<file path="config.mk">
export PLATFORM = sky130hd
export DESIGN_NAME = i2s_tx_scheduler_flat
export DESIGN_NICKNAME = d
export VERILOG_FILES = /design/src/rtl/i2s_tx_scheduler_if.sv /design/src/rtl/i2s_tx_scheduler.sv /design/src/flat_wrapper.sv
export SDC_FILE = /design/constraint.sdc
export NUM_CORES = 1
export LEC_CHECK = 0
export ABC_AREA = 0
export CORE_UTILIZATION = 50
export DETAILED_ROUTE_END_ITERATION = 6
export PLACE_DENSITY = 0.75
export SLEW_MARGIN = 10
export SYNTH_ARGS = -nofsm -noshare
export SYNTH_HDL_FRONTEND = slang
export SYNTH_SLANG_ARGS = --single-unit
</file>
<file path="constraint.sdc">
create_clock -name clk -period 3.15 [get_ports clk]
set_clock_uncertainty 0.05 [all_clocks]
set_input_delay 0.63 -clock clk [delete_from_list [all_inputs] [get_ports clk]]
set_output_delay 0.63 -clock clk [all_outputs]
set_load 0.05 [all_outputs]
</file>
<file path="src/rtl/i2s_tx_scheduler_if.sv">
// Sample-buffer read side, refill request and I2S pins of i2s_tx_scheduler.
// master = buffer/system side, slave = scheduler side.
interface i2s_tx_scheduler_if #(
    parameter int WORD_W = 16,
    parameter int FILL_W = 7
);
    logic              enable;
    logic [FILL_W-1:0] fill_level;
    logic              sample_valid;
    logic [WORD_W-1:0] sample_data;
    logic              sample_req;
    logic              rpi_interrupt;
    logic              i2s_bclk;
    logic              i2s_lrclk;
    logic              i2s_sdata;
    logic [7:0]        underflow_count;
    logic              busy;

    modport master (
        output enable, fill_level, sample_valid, sample_data,
        input  sample_req, rpi_interrupt, i2s_bclk, i2s_lrclk,
        input  i2s_sdata, underflow_count, busy
    );

    modport slave (
        input  enable, fill_level, sample_valid, sample_data,
        output sample_req, rpi_interrupt, i2s_bclk, i2s_lrclk,
        output i2s_sdata, underflow_count, busy
    );
endinterface

</file>
<file path="src/rtl/i2s_tx_scheduler.sv">
// I2S playback scheduler: prefill, BCLK/LRCLK generation, MSB-first serialiser.
// Optional MONO_DUP_EN: one fetch per frame, same sample in both slots.
module i2s_tx_scheduler #(
    parameter int CLK_DIV    = 4,
    parameter int WORD_W     = 16,
    parameter int FILL_W     = 7,
    parameter int LOW_WATER  = 32,
    parameter int HIGH_WATER = 48
) (
    input logic               clk,
    input logic               rst,
    i2s_tx_scheduler_if.slave bus
);
    localparam int DIV_W = $clog2(CLK_DIV);
    localparam int CNT_W = $clog2(WORD_W);
    localparam logic [DIV_W-1:0] DIV_LAST = DIV_W'(CLK_DIV - 1);
    localparam logic [CNT_W-1:0] CNT_LAST = CNT_W'(WORD_W - 1);
    localparam logic [CNT_W-1:0] CNT_PRE  = CNT_W'(WORD_W - 2);

    typedef enum logic [1:0] {IDLE, PREFILL, RUN} state_t;

    state_t            state_q, state_d;
    logic [DIV_W-1:0]  div_q;
    logic [CNT_W-1:0]  bit_cnt_q;
    logic              bclk_q, lrclk_q;
    logic [WORD_W-1:0] shift_q, hold_q;
    logic              req_q, req_d1_q, vld_d1_q;
    logic              stop_q, slot_q, irq_q;
    logic [7:0]        uf_q;
`ifdef MONO_DUP_EN
    logic [WORD_W-1:0] dup_q;
`endif

    logic tc, fall, load, done, issue, start, stopping;

    assign tc = (div_q == DIV_LAST);

    // Next state plus the per-cycle strobes for BCLK edge, slot load and fetch.
    always_comb begin
        state_d  = state_q;
        start    = 1'b0;
        fall     = 1'b0;
        load     = 1'b0;
        done     = 1'b0;
        issue    = 1'b0;
        stopping = stop_q | ~bus.enable;
        unique case (state_q)
            IDLE: begin
                if (bus.enable) state_d = PREFILL;
            end
            PREFILL: begin
                if (!bus.enable) begin
                    state_d = IDLE;
                end else if (bus.fill_level >= FILL_W'(HIGH_WATER)) begin
                    state_d = RUN;
                    start   = 1'b1;
                end
            end
            RUN: begin
                fall = tc & bclk_q;
                load = fall & (bit_cnt_q == CNT_LAST);
                // slot_q=1: a right slot just finished, so the frame is whole.
                done = load & slot_q & stopping;
`ifdef MONO_DUP_EN
                issue = load & ~lrclk_q & ~stopping;
`else
                issue = load & ~done & ~(lrclk_q & stopping);
`endif
                if (done) state_d = IDLE;
            end
            default: state_d = IDLE;
        endcase
    end

    // State register.
    always_ff @(posedge clk or posedge rst) begin
        if (rst) state_q <= IDLE;
        else     state_q <= state_d;
    end

    // Fetch handshake, hold register, underflow count and refill hysteresis.
    always_ff @(posedge clk or posedge rst) begin
        if (rst) begin
            req_q    <= 1'b0;
            req_d1_q <= 1'b0;
            vld_d1_q <= 1'b0;
            hold_q   <= '0;
            uf_q     <= '0;
            irq_q    <= 1'b0;
        end else begin
            req_q    <= start | issue;
            req_d1_q <= req_q;
            if (req_q) vld_d1_q <= bus.sample_valid;
            if (req_d1_q) begin
                hold_q <= vld_d1_q ? bus.sample_data : '0;
                if (!vld_d1_q && uf_q != 8'hFF) uf_q <= uf_q + 8'd1;
            end
            if (bus.fill_level < FILL_W'(LOW_WATER))
                irq_q <= 1'b1;
            else if (bus.fill_level >= FILL_W'(HIGH_WATER))
                irq_q <= 1'b0;
        end
    end

    // Clock divider, bit/slot counters and serialiser; parked at 0 outside RUN.
    always_ff @(posedge clk or posedge rst) begin
        if (rst) begin
            div_q     <= '0;
            bclk_q    <= 1'b0;
            lrclk_q   <= 1'b0;
            bit_cnt_q <= '0;
            shift_q   <= '0;
            slot_q    <= 1'b0;
            stop_q    <= 1'b0;
`ifdef MONO_DUP_EN
            dup_q     <= '0;
`endif
        end else if (state_q != RUN || done) begin
            div_q     <= '0;
            bclk_q    <= 1'b0;
            lrclk_q   <= 1'b0;
            bit_cnt_q <= start ? CNT_LAST : '0;
            shift_q   <= '0;
            slot_q    <= 1'b0;
            stop_q    <= 1'b0;
        end else begin
            div_q <= tc ? '0 : div_q + 1'b1;
            if (tc) bclk_q <= ~bclk_q;
            if (!bus.enable) stop_q <= 1'b1;
            if (fall) begin
                bit_cnt_q <= bit_cnt_q + 1'b1;
                if (bit_cnt_q == CNT_PRE) lrclk_q <= ~lrclk_q;
                if (load) begin
                    slot_q <= lrclk_q;
`ifdef MONO_DUP_EN
                    if (!lrclk_q) begin
                        shift_q <= hold_q;
                        dup_q   <= hold_q;
                    end else begin
                        shift_q <= dup_q;
                    end
`else
                    shift_q <= hold_q;
`endif
                end else begin
                    shift_q <= {shift_q[WORD_W-2:0], 1'b0};
                end
            end
        end
    end

    assign bus.sample_req      = req_q;
    assign bus.rpi_interrupt   = irq_q;
    assign bus.i2s_bclk        = bclk_q;
    assign bus.i2s_lrclk       = lrclk_q;
    assign bus.i2s_sdata       = shift_q[WORD_W-1];
    assign bus.underflow_count = uf_q;
    assign bus.busy            = (state_q != IDLE);
endmodule

</file>
<file path="src/flat_wrapper.sv">
// flat-port wrapper written by rule: the top's interface ports become plain ports
module i2s_tx_scheduler_flat 
#(
    parameter int CLK_DIV    = 4,
    parameter int WORD_W     = 16,
    parameter int FILL_W     = 7,
    parameter int LOW_WATER  = 32,
    parameter int HIGH_WATER = 48
)
  (clk, rst, bus_enable, bus_fill_level, bus_sample_valid, bus_sample_data, bus_sample_req, bus_rpi_interrupt, bus_i2s_bclk, bus_i2s_lrclk, bus_i2s_sdata, bus_underflow_count, bus_busy);
  i2s_tx_scheduler_if #(.WORD_W(WORD_W), .FILL_W(FILL_W)) bus_i ();
  input logic clk;
  input logic rst;
  input wire logic [$bits(bus_i.enable)-1:0] bus_enable;
  input wire logic [$bits(bus_i.fill_level)-1:0] bus_fill_level;
  input wire logic [$bits(bus_i.sample_valid)-1:0] bus_sample_valid;
  input wire logic [$bits(bus_i.sample_data)-1:0] bus_sample_data;
  output wire logic [$bits(bus_i.sample_req)-1:0] bus_sample_req;
  output wire logic [$bits(bus_i.rpi_interrupt)-1:0] bus_rpi_interrupt;
  output wire logic [$bits(bus_i.i2s_bclk)-1:0] bus_i2s_bclk;
  output wire logic [$bits(bus_i.i2s_lrclk)-1:0] bus_i2s_lrclk;
  output wire logic [$bits(bus_i.i2s_sdata)-1:0] bus_i2s_sdata;
  output wire logic [$bits(bus_i.underflow_count)-1:0] bus_underflow_count;
  output wire logic [$bits(bus_i.busy)-1:0] bus_busy;
  assign bus_i.enable = bus_enable;
  assign bus_i.fill_level = bus_fill_level;
  assign bus_i.sample_valid = bus_sample_valid;
  assign bus_i.sample_data = bus_sample_data;
  assign bus_sample_req = bus_i.sample_req;
  assign bus_rpi_interrupt = bus_i.rpi_interrupt;
  assign bus_i2s_bclk = bus_i.i2s_bclk;
  assign bus_i2s_lrclk = bus_i.i2s_lrclk;
  assign bus_i2s_sdata = bus_i.i2s_sdata;
  assign bus_underflow_count = bus_i.underflow_count;
  assign bus_busy = bus_i.busy;
  i2s_tx_scheduler #(.CLK_DIV(CLK_DIV), .WORD_W(WORD_W), .FILL_W(FILL_W), .LOW_WATER(LOW_WATER), .HIGH_WATER(HIGH_WATER)) u_core (.clk(clk), .rst(rst), .bus(bus_i));
endmodule
</file>
### Word level (Yosys, flattened, before mapping)

Cells that the tools add are included.

* bitwise logic cells: 14
* reductions and logical operators: 14
* add/subtract/negate cells: 3
* muxes and demuxes: 33
* eq/ne operators: 11
* magnitude comparators: 2

Operators by type and width (count)
* $mux 16: 4
* $mux 1: 19
* $mux 2: 6
* $mux 4: 3
* $reduce_bool 2->1: 6
* $add 8x1->8 const B: 1
* $eq 4x4->1 const B: 2
* $ne 8x8->1 const B: 1
* $and 1x1->1: 7
* $ge 7x6->1 const B: 1
* $lt 7x6->1 const B: 1
* $pmux 2 s3: 1
* $reduce_and 2->1: 3
* $not 1->1: 5
* $add 4x1->4 const B: 1
* $eq 2x2->1 const B: 2
* $ne 2x1->1 const B: 2
* $ne 2x2->1 const B: 2
* $ne 3x2->1 const B: 1
* $reduce_and 3->1: 1
* $add 2x1->2 const B: 1
* $eq 2x1->1 const B: 1
* $logic_not 2->1: 1
* $or 1x1->1: 2
* other kinds (3): 3

* output and inout port bits: 14
* register bits: 56

### Longest topological paths before layout

Gate-level depths: netlist of run 1.

* depth after elaboration: 10
* mapped depth: 6

### Least setup slack after synthesis of run 1

Ideal clock, no wire load.

* path type: reg-to-reg
* from: reg u_core.uf_q[0] (netlist: u_core.bus.underflow_count[0])
* to: reg u_core.uf_q[1] (netlist: u_core.bus.underflow_count[1])
* arrival time: 1686 ps
* slack: 1289 ps
* required time: 2975 ps
* cell stages (with the launch flop): 5
* period minus slack after synthesis: 1861 ps
* buffers on the path: 0
* path through: dfrtp_1 -> ha_1 -> nand3_1 -> o21ai_0 -> mux2_2

* word-level cells in the longest chain between the ends: 3

RTL lines
* start, declared: RTL line i2s_tx_scheduler.sv:29 `logic [7:0] uf_q;`
* start signal, assigned: RTL line i2s_tx_scheduler.sv:96 `if (!vld_d1_q && uf_q != 8'hFF) uf_q <= uf_q + 8'd1;`
* branches (longest 3 deep; another with $add 8x1->8)

Parallel ways; which one is timed is not known.
A chain may end at the register's enable or synchronous reset.

### Worst setup path after layout of run 1

* from: reg u_core.state_q[0]
* to: out bus_busy

* word-level cells in the longest chain between the ends: 1

RTL lines
* start, declared: RTL line i2s_tx_scheduler.sv:22 `state_t state_q, state_d;`
* start signal, assigned: RTL line i2s_tx_scheduler.sv:78 `else state_q <= state_d;`
* $reduce_bool 2->1: RTL line i2s_tx_scheduler.sv:158 `assign bus.busy = (state_q != IDLE);`
* end, declared: RTL line flat_wrapper.sv:24 `output wire logic [$bits(bus_i.busy)-1:0] bus_busy;`

No other way between the ends.

==> results.md, run 1 <==
- Status: finished clean
- Yosys warning total: 0
- Critical-path cell list: or2_2 > clkdlybuf4s50_1
- Core box area: 0.005140 mm2
- Share of the synthesized area in the top cell type: 51.92%
- I/O Pins: 41
- Async SR Flop Fraction: 100.0%
- Clock buffer depth: 2
- Maximum vdd drop: 0.5247 mV
- Setup TNS: 0 ns
- Total gr overflow: 0
- HPWL Detailed: 3688 um
- CTS buffer count: 5
- Post_cts resized: 0
- Clock Power Share: 19.8%
- # hold bufs at CTS: 0
- Final worst path period share: 77.94%
- Nature of the critical path startpoint: flop
- Final Power: 0.001828 W
- # diodes: 0
- Ranking of synthesized cells by area: dfrtp_1 52%, nand3_1 7.2%, o311ai_2 6.0%, o21ai_0 3.9%, nand2_1 3.3%
- Relative slew margins: 48.25%
- Global-route wire length before repair: 8783 um
- Worst Hold Class: reg2reg
- Starting DRT DRC Count: 190
- DIE AREA: 0.005696 mm2
- Worst-margin pin slew: 0.7743 ns
- CP endpoint kind: primary output
- PD cells: 576.1 mW/mm2
- Layout Nets: 321
- DR WL/cell: 14.42 um
- Vias: 2038
- Fill cells: 446
- Skew-Pair Late Insertion Delay: 0.30 ns
- Most area-hungry cell type in the Yosys netlist: dfrtp_1
- CTS tree: done
- Synth Flop Type: dfrtp_1
- CP max stage delay: 0.70 ns
- Final setup fails: 0
- Most numerous cell in the Yosys netlist: dfrtp_1
- H-tree Lvls: 2
- FF-to-FF End: u_core.shift_q[3]$_DFFE_PP0P_
- Row cnt: 26
- # DRC: 0
- Vias in the first global route: 1893
- Input/output buffers: 36
- Max stage delay cell, worst path: clkdlybuf4s50_1
- Syn Nets: 289
- Initial antenna violation count: 0
- Fin. Hold Viols: 0
- Chip Height: 75.47 um
- Req. time, crit path: 2.47 ns
- Width of the die: 75.47 um
- Largest net degree at the start of global routing: 37
- R2r worst-path depth: 4
- #FFs+latches synth: 56
- Arr. time, crit path: 1.78 ns
- FF-to-FF setup slack: 0.99 ns
- DRT antenna net count: 0
- Drt pass-1 iters: 4
- Area growth syn-to-layout: 17.57%
- Post-CTS setup buffers: 0
- Seq/Total Area, Yosys: 51.92%
- Clock Sinks: 56
- Combinational power share: 27.5%
- Layout cell share with drive strength beyond 1: 10.69%
- Post-route minimum period: 2.455 ns
- Worst setup path class: reg2out
- Cells after synthesis: 258
- Final core occ: 61.73%
- Sw Share: 34.33%
- Clock-pin slew on the worst setup and hold paths: 0.09 ns
- Synth unique cells: 43
- Routed WL: 5190 um
- Sw power: 0.0006275 W
- Fmax: 407.3 MHz
- Post-synth top cells: 56 x dfrtp_1, 39 x nand3_1, 24 x nand2_1, 21 x o21ai_0, 20 x inv_1
- Fin. max-slew vios: 0
- Syn avg cell area: 10.46 um2
- Int Pwr: 0.001200 W
- Gr usage total: 20.41%
- Routability cong.: 0.8463
- P_leak: 1.300 nW
- RSZ-0062 raised after global routing: no
- Worst setup path endpoint: bus_busy
- Area of the mapped netlist: 0.002699 mm2
- Max Fanout on Critical Path: 9
- Max-Cap Viols: 0
- Root buffer cell: clkbuf_8
- Seq pwr share: 52.7%
- Initial core utilization: 52.51%
- Vias/cell: 5.661
- Setup crit start: u_core.state_q[0]$_DFFE_PP0P_
- Reg-to-reg startpoint: u_core.div_q[0]$_DFF_PP0_
- Post-synth EDFFs: 0
==> power groups by stage <==
stage               sequential, W  combinational [W]  clock, W
finish                   0.000963           0.000503  0.000362
global route             0.000987           0.000557  0.000396
CTS                      0.000963           0.000508  0.000374
detailed placement       0.000978           0.000507         0
global placement         0.000972           0.000490         0
floorplan                 0.00102           0.000275         0
==> critical path, delay by kind of cell, from the launching register on <==
family,cells,cell delay [ns]
buf+inv,1,0.70
flops,1,0.46
simple gates,1,0.32
==> state kept, by name, summed over array words and instances (netlist names), 2 cells and up <==
name and cells:
u_core.hold_q 16, u_core.shift_q 16, u_core.bus.underflow_count 8, u_core.bit_cnt_q 4
u_core.div_q 2, u_core.state_q 2
==> worst min-delay path by stage <==
| stage | from | to | slack [ns] | depth (start not counted) |
|---|---|---|---|---|
| 6_report | u_core.bus.sample_req$_DFF_PP0_ | u_core.req_d1_q$_DFF_PP0_ | 0.37 | 0 |
| 5_1_grt | u_core.bus.sample_req$_DFF_PP0_ | u_core.req_d1_q$_DFF_PP0_ | 0.39 | 0 |
| 4_1_cts | u_core.bus.sample_req$_DFF_PP0_ | u_core.req_d1_q$_DFF_PP0_ | 0.38 | 0 |
| 3_5_place_dp | u_core.bus.sample_req$_DFF_PP0_ | u_core.req_d1_q$_DFF_PP0_ | 0.35 | 0 |
| 3_3_place_gp | u_core.bus.sample_req$_DFF_PP0_ | u_core.req_d1_q$_DFF_PP0_ | 0.36 | 0 |
| 2_1_floorplan | u_core.div_q[0]$_DFF_PP0_ | u_core.div_q[0]$_DFF_PP0_ | 0.36 | 1 |
==> cell type report <==
class | instances | area (um2) | area share [%]
clock buffer | 6 | 72.57 | 2.287
clock inverter | 1 | 5.005 | 0.1577
inverter | 20 | 75.07 | 2.366
multi-input combinational | 166 | 1134 | 35.73
sequential | 56 | 1401 | 44.16
tap | 70 | 87.58 | 2.760
timing repair buffer | 41 | 397.9 | 12.54
==> cells in the final DEF, fill, tap and decap left out, types with 3 or more instances in the layout <==
master / instances
o311ai_0: 10
buf_4: 5
dfrtp_1: 56
nand4_1: 3
nand2b_1: 3
inv_1: 19
nor2_1: 4
a21oi_1: 4
xnor2_1: 3
ha_1: 4
o21ai_0: 21
nand3_1: 39
o311ai_2: 10
mux2_2: 5
nor2b_1: 3
clkbuf_8: 5
and3b_1: 3
nand2_1: 24
clkdlybuf4s50_1: 36
nor3_1: 3
==> metrics by stage <==
stage,std cells,setup slack (ns),hold slack [ns],area (um2)
global route,360,0.6405,0.3940,3173
floorplan,258,1.099,0.3650,2699
global placement,353,0.9655,0.3563,3095
detailed placement,353,0.9294,0.3476,3095
finish,360,0.6950,0.3749,3173
CTS,360,0.6817,0.3794,3173
==> kinds of logic (layout without fill, tap and decap cells) <==
group / Yosys count / count (layout) / synth area share (%)
buf+inv: 36 / 68 / 6.073
flops: 56 / 56 / 51.92
compound gates: 58 / 58 / 18.31
xor+xnor: 4 / 4 / 1.298
simple gates: 95 / 95 / 18.45
fa+ha+maj: 4 / 4 / 1.855
mux: 5 / 5 / 2.086
==> metal layers <==
| metal | part of all wire (%) | vias up | GRT usage (%) |
|---|---|---|---|
| li1 | - | 1000 | - |
| met1 | 48 | 973 | 30.09 |
| met2 | 45 | 54 | 29.96 |
| met3 | 5.0 | 11 | 4.233 |
| met4 | 2.0 | 0 | 7.407 |
| met5 | 0 | - | 0 |
Power figures use the tool's default switching activity.
==> run 2, diff against run 1 <==
CORE_UTILIZATION = 48   (was 50)
clock period = 2.1 ns   (was 3.15 ns; I/O delays follow)
==> results.md, run 2 (synthesis gave the netlist of run 1 again) <==
- Status: finished clean (unchanged)
- Arr. time, crit path: 1.56 ns (was 1.78 ns)
- Max Fanout on Critical Path: 6 (was 9)
- P_leak: 1.418 nW (was 1.300 nW)
- HPWL Detailed: 3735 um (was 3688 um)
- Root buffer cell: clkbuf_8 (unchanged)
- Total gr overflow: 0 (unchanged)
- Chip Height: 76.99 um (was 75.47 um)
- # DRC: 0 (unchanged)
- Area growth syn-to-layout: 19.98% (was 17.57%)
- Routed WL: 5350 um (was 5190 um)
- Post-route minimum period: 2.030 ns
- Top Metal Used: met4 (unchanged)
- Fin. Hold Viols: 0 (unchanged)
- Min-delay src: u_core.bus.sample_req$_DFF_PP0_ (unchanged)
- Vias in the first global route: 2001 (was 1893)
- Worst Hold Class: reg2reg (unchanged)
- Final Non-Filler Cells: 365 (was 360)
- Largest net degree at the start of global routing: 57 (was 37)
- # hold bufs at CTS: 0 (unchanged)
- Critical-path cell list: clkdlybuf4s50_1 (was or2_2 > clkdlybuf4s50_1)
- Met1 wire length: 2491 um (was 2493 um)
- Req. time, crit path: 1.63 ns (was 2.47 ns)
- Core box area: 0.005270 mm2 (was 0.005140 mm2)
- PD cells: 859.7 mW/mm2 (was 576.1 mW/mm2)
- Layout Nets: 325 (was 321)
- Vias/cell: 5.589 (was 5.661)
- R2r worst-path depth: 4 (unchanged)
- Final worst path period share: 96.66%
- Relative slew margins: 61.95% (was 48.25%)
- Starting DRT DRC Count: 146 (was 190)
- Clock-pin slew on the worst setup and hold paths: 0.09 ns (about the same)
- Max stage delay cell, worst path: clkdlybuf4s50_1 (unchanged)
- CTS tree: done (unchanged)
- Clock buffer depth: 2 (unchanged)
- FF-to-FF End: u_core.state_q[1]$_DFFE_PP0P_ (was u_core.shift_q[3]$_DFFE_PP0P_)
- CP endpoint kind: primary output (unchanged)
- Hold Path End: u_core.req_d1_q$_DFF_PP0_ (unchanged)
- DR WL/cell: 14.66 um (was 14.42 um)
- Worst-margin pin slew: 0.5686 ns (was 0.7743 ns)
- Met3 wire len: 210 um (was 258 um)
- RSZ-0062 raised after global routing: no (unchanged)
- CTS buffer count: 5 (unchanged)
- FF-to-FF setup slack: 0.34 ns (was 0.99 ns)
- Final core occ: 61.44% (was 61.73%)
- Post-CTS setup buffers: 0 (unchanged)
- Initial antenna violation count: 0 (unchanged)
- Layout cell share with drive strength beyond 1: 12.20% (was 10.69%)
- Met2 WL: 2592 um (was 2336 um)
- Max-Cap Viols: 0 (unchanged)
- Worst setup path class: reg2out (unchanged)
- # diodes: 0 (unchanged)
- Clock Sinks: 56 (unchanged)
- Drt pass-1 iters: 4 (unchanged)
- Fmax: 492.6 MHz
- Skew-Pair Late Insertion Delay: 0.30 ns (about the same)
- CP top delay family: buffers and inverters (unchanged)
- Initial core utilization: 51.21% (was 52.51%)
- Row cnt: 26 (unchanged)
- Post-route cell area: 0.003238 mm2 (was 0.003173 mm2)
- Fin. max-slew vios: 0 (unchanged)
- Nature of the critical path startpoint: flop (unchanged)
- Width of the die: 76.99 um (was 75.47 um)
- WHS: 0.3932 ns (was 0.3749 ns)
- H-tree Lvls: 2 (unchanged)
- DRT antenna net count: 0 (unchanged)
- DIE AREA: 0.005927 mm2 (was 0.005696 mm2)
- Hold path cells: 0 (unchanged)
- Global-route wire length before repair: 9287 um (was 8783 um)
- Most common cell after layout, fill and taps aside: dfrtp_1 (unchanged)
- CP bufs+invs: 1 (unchanged)
- Input/output buffers: 36 (unchanged)
- Gr usage total: 19.70% (was 20.41%)
- Post_cts resized: 0 (unchanged)
- Routability cong.: 0.8779 (was 0.8463)
- Fill cells: 458 (was 446)
- Setup TNS: 0 ns (unchanged)
- Final setup fails: 0 (unchanged)
- Leading cell types in the layout, fill and taps excluded: 56 x dfrtp_1, 39 x nand3_1, 30 x clkdlybuf4s50_1 (was 56 x dfrtp_1, 39 x nand3_1, 36 x clkdlybuf4s50_1)
- Reg-to-reg startpoint: u_core.bit_cnt_q[0]$_DFFE_PP0P_ (was u_core.div_q[0]$_DFF_PP0_)
- I/O Pins: 41 (unchanged)
- CP max stage delay: 0.83 ns (was 0.70 ns)
- Vias: 2040 (was 2038)
- Maximum vdd drop: 0.7243 mV (was 0.5247 mV)
- Placed cell count: 357 (was 353)
- Placed instance area: 0.003136 mm2 (was 0.003095 mm2)
==> run 2: cell count changes in the layout (fill, tap and decap cells not counted) <==
cell	delta
dlymetal6s2s_1	+5
clkbuf_8	+1
buf_12	+1
buf_4	+4
clkbuf_1	+1
clkinv_2	-1
clkdlybuf4s50_1	-6
==> run 2: report_power, final <==
part	switching (W)	internal [W]	leakage, nW
clock	0.000319	0.000270	0.0455
combinational	0.000478	0.000279	0.616
sequential	0.000144	0.00129	0.756
==> run 2: area by class of cell <==
type                       instances  area (um2)  area share (%)
sequential                        56        1401           43.28
multi-input combinational        166        1134           35.01
timing repair buffer              45       450.4           13.91
clock buffer                       8       90.09           2.782
tap                               70       87.58           2.705
inverter                          20       75.07           2.318
==> run 2: how the worst max path moves through the flow <==
stage | endpoint | cells past startpoint | from
floorplan | u_core.bus.underflow_count[1]$_DFFE_PP0P_ | 4 | u_core.bus.underflow_count[0]$_DFFE_PP0P_
global placement | u_core.bit_cnt_q[0]$_DFFE_PP0P_ | 5 | bus_enable
detailed placement | u_core.bit_cnt_q[1]$_DFFE_PP0P_ | 5 | bus_enable
CTS | bus_underflow_count[2] | 1 | u_core.bus.underflow_count[2]$_DFFE_PP0P_
global route | bus_i2s_bclk | 1 | u_core.bus.i2s_bclk$_DFFE_PP0P_
finish | bus_underflow_count[5] | 1 | u_core.bus.underflow_count[5]$_DFFE_PP0P_
==> run 2: routing by layer <==
layer,vias to the layer above,global-route usage (%)
li1,1002,-
met1,986,26.17
met2,46,33.30
met3,6,3.571
met4,0,4.906
met5,-,0
==> run 2: stage by stage <==
step                setup slack [ns]  total power, W
finish                       0.07006        0.002784
global route                0.001837        0.002960
CTS                         0.009768        0.002817
detailed placement            0.1209        0.002219
global placement              0.1805        0.002190
floorplan                     0.2389        0.001948
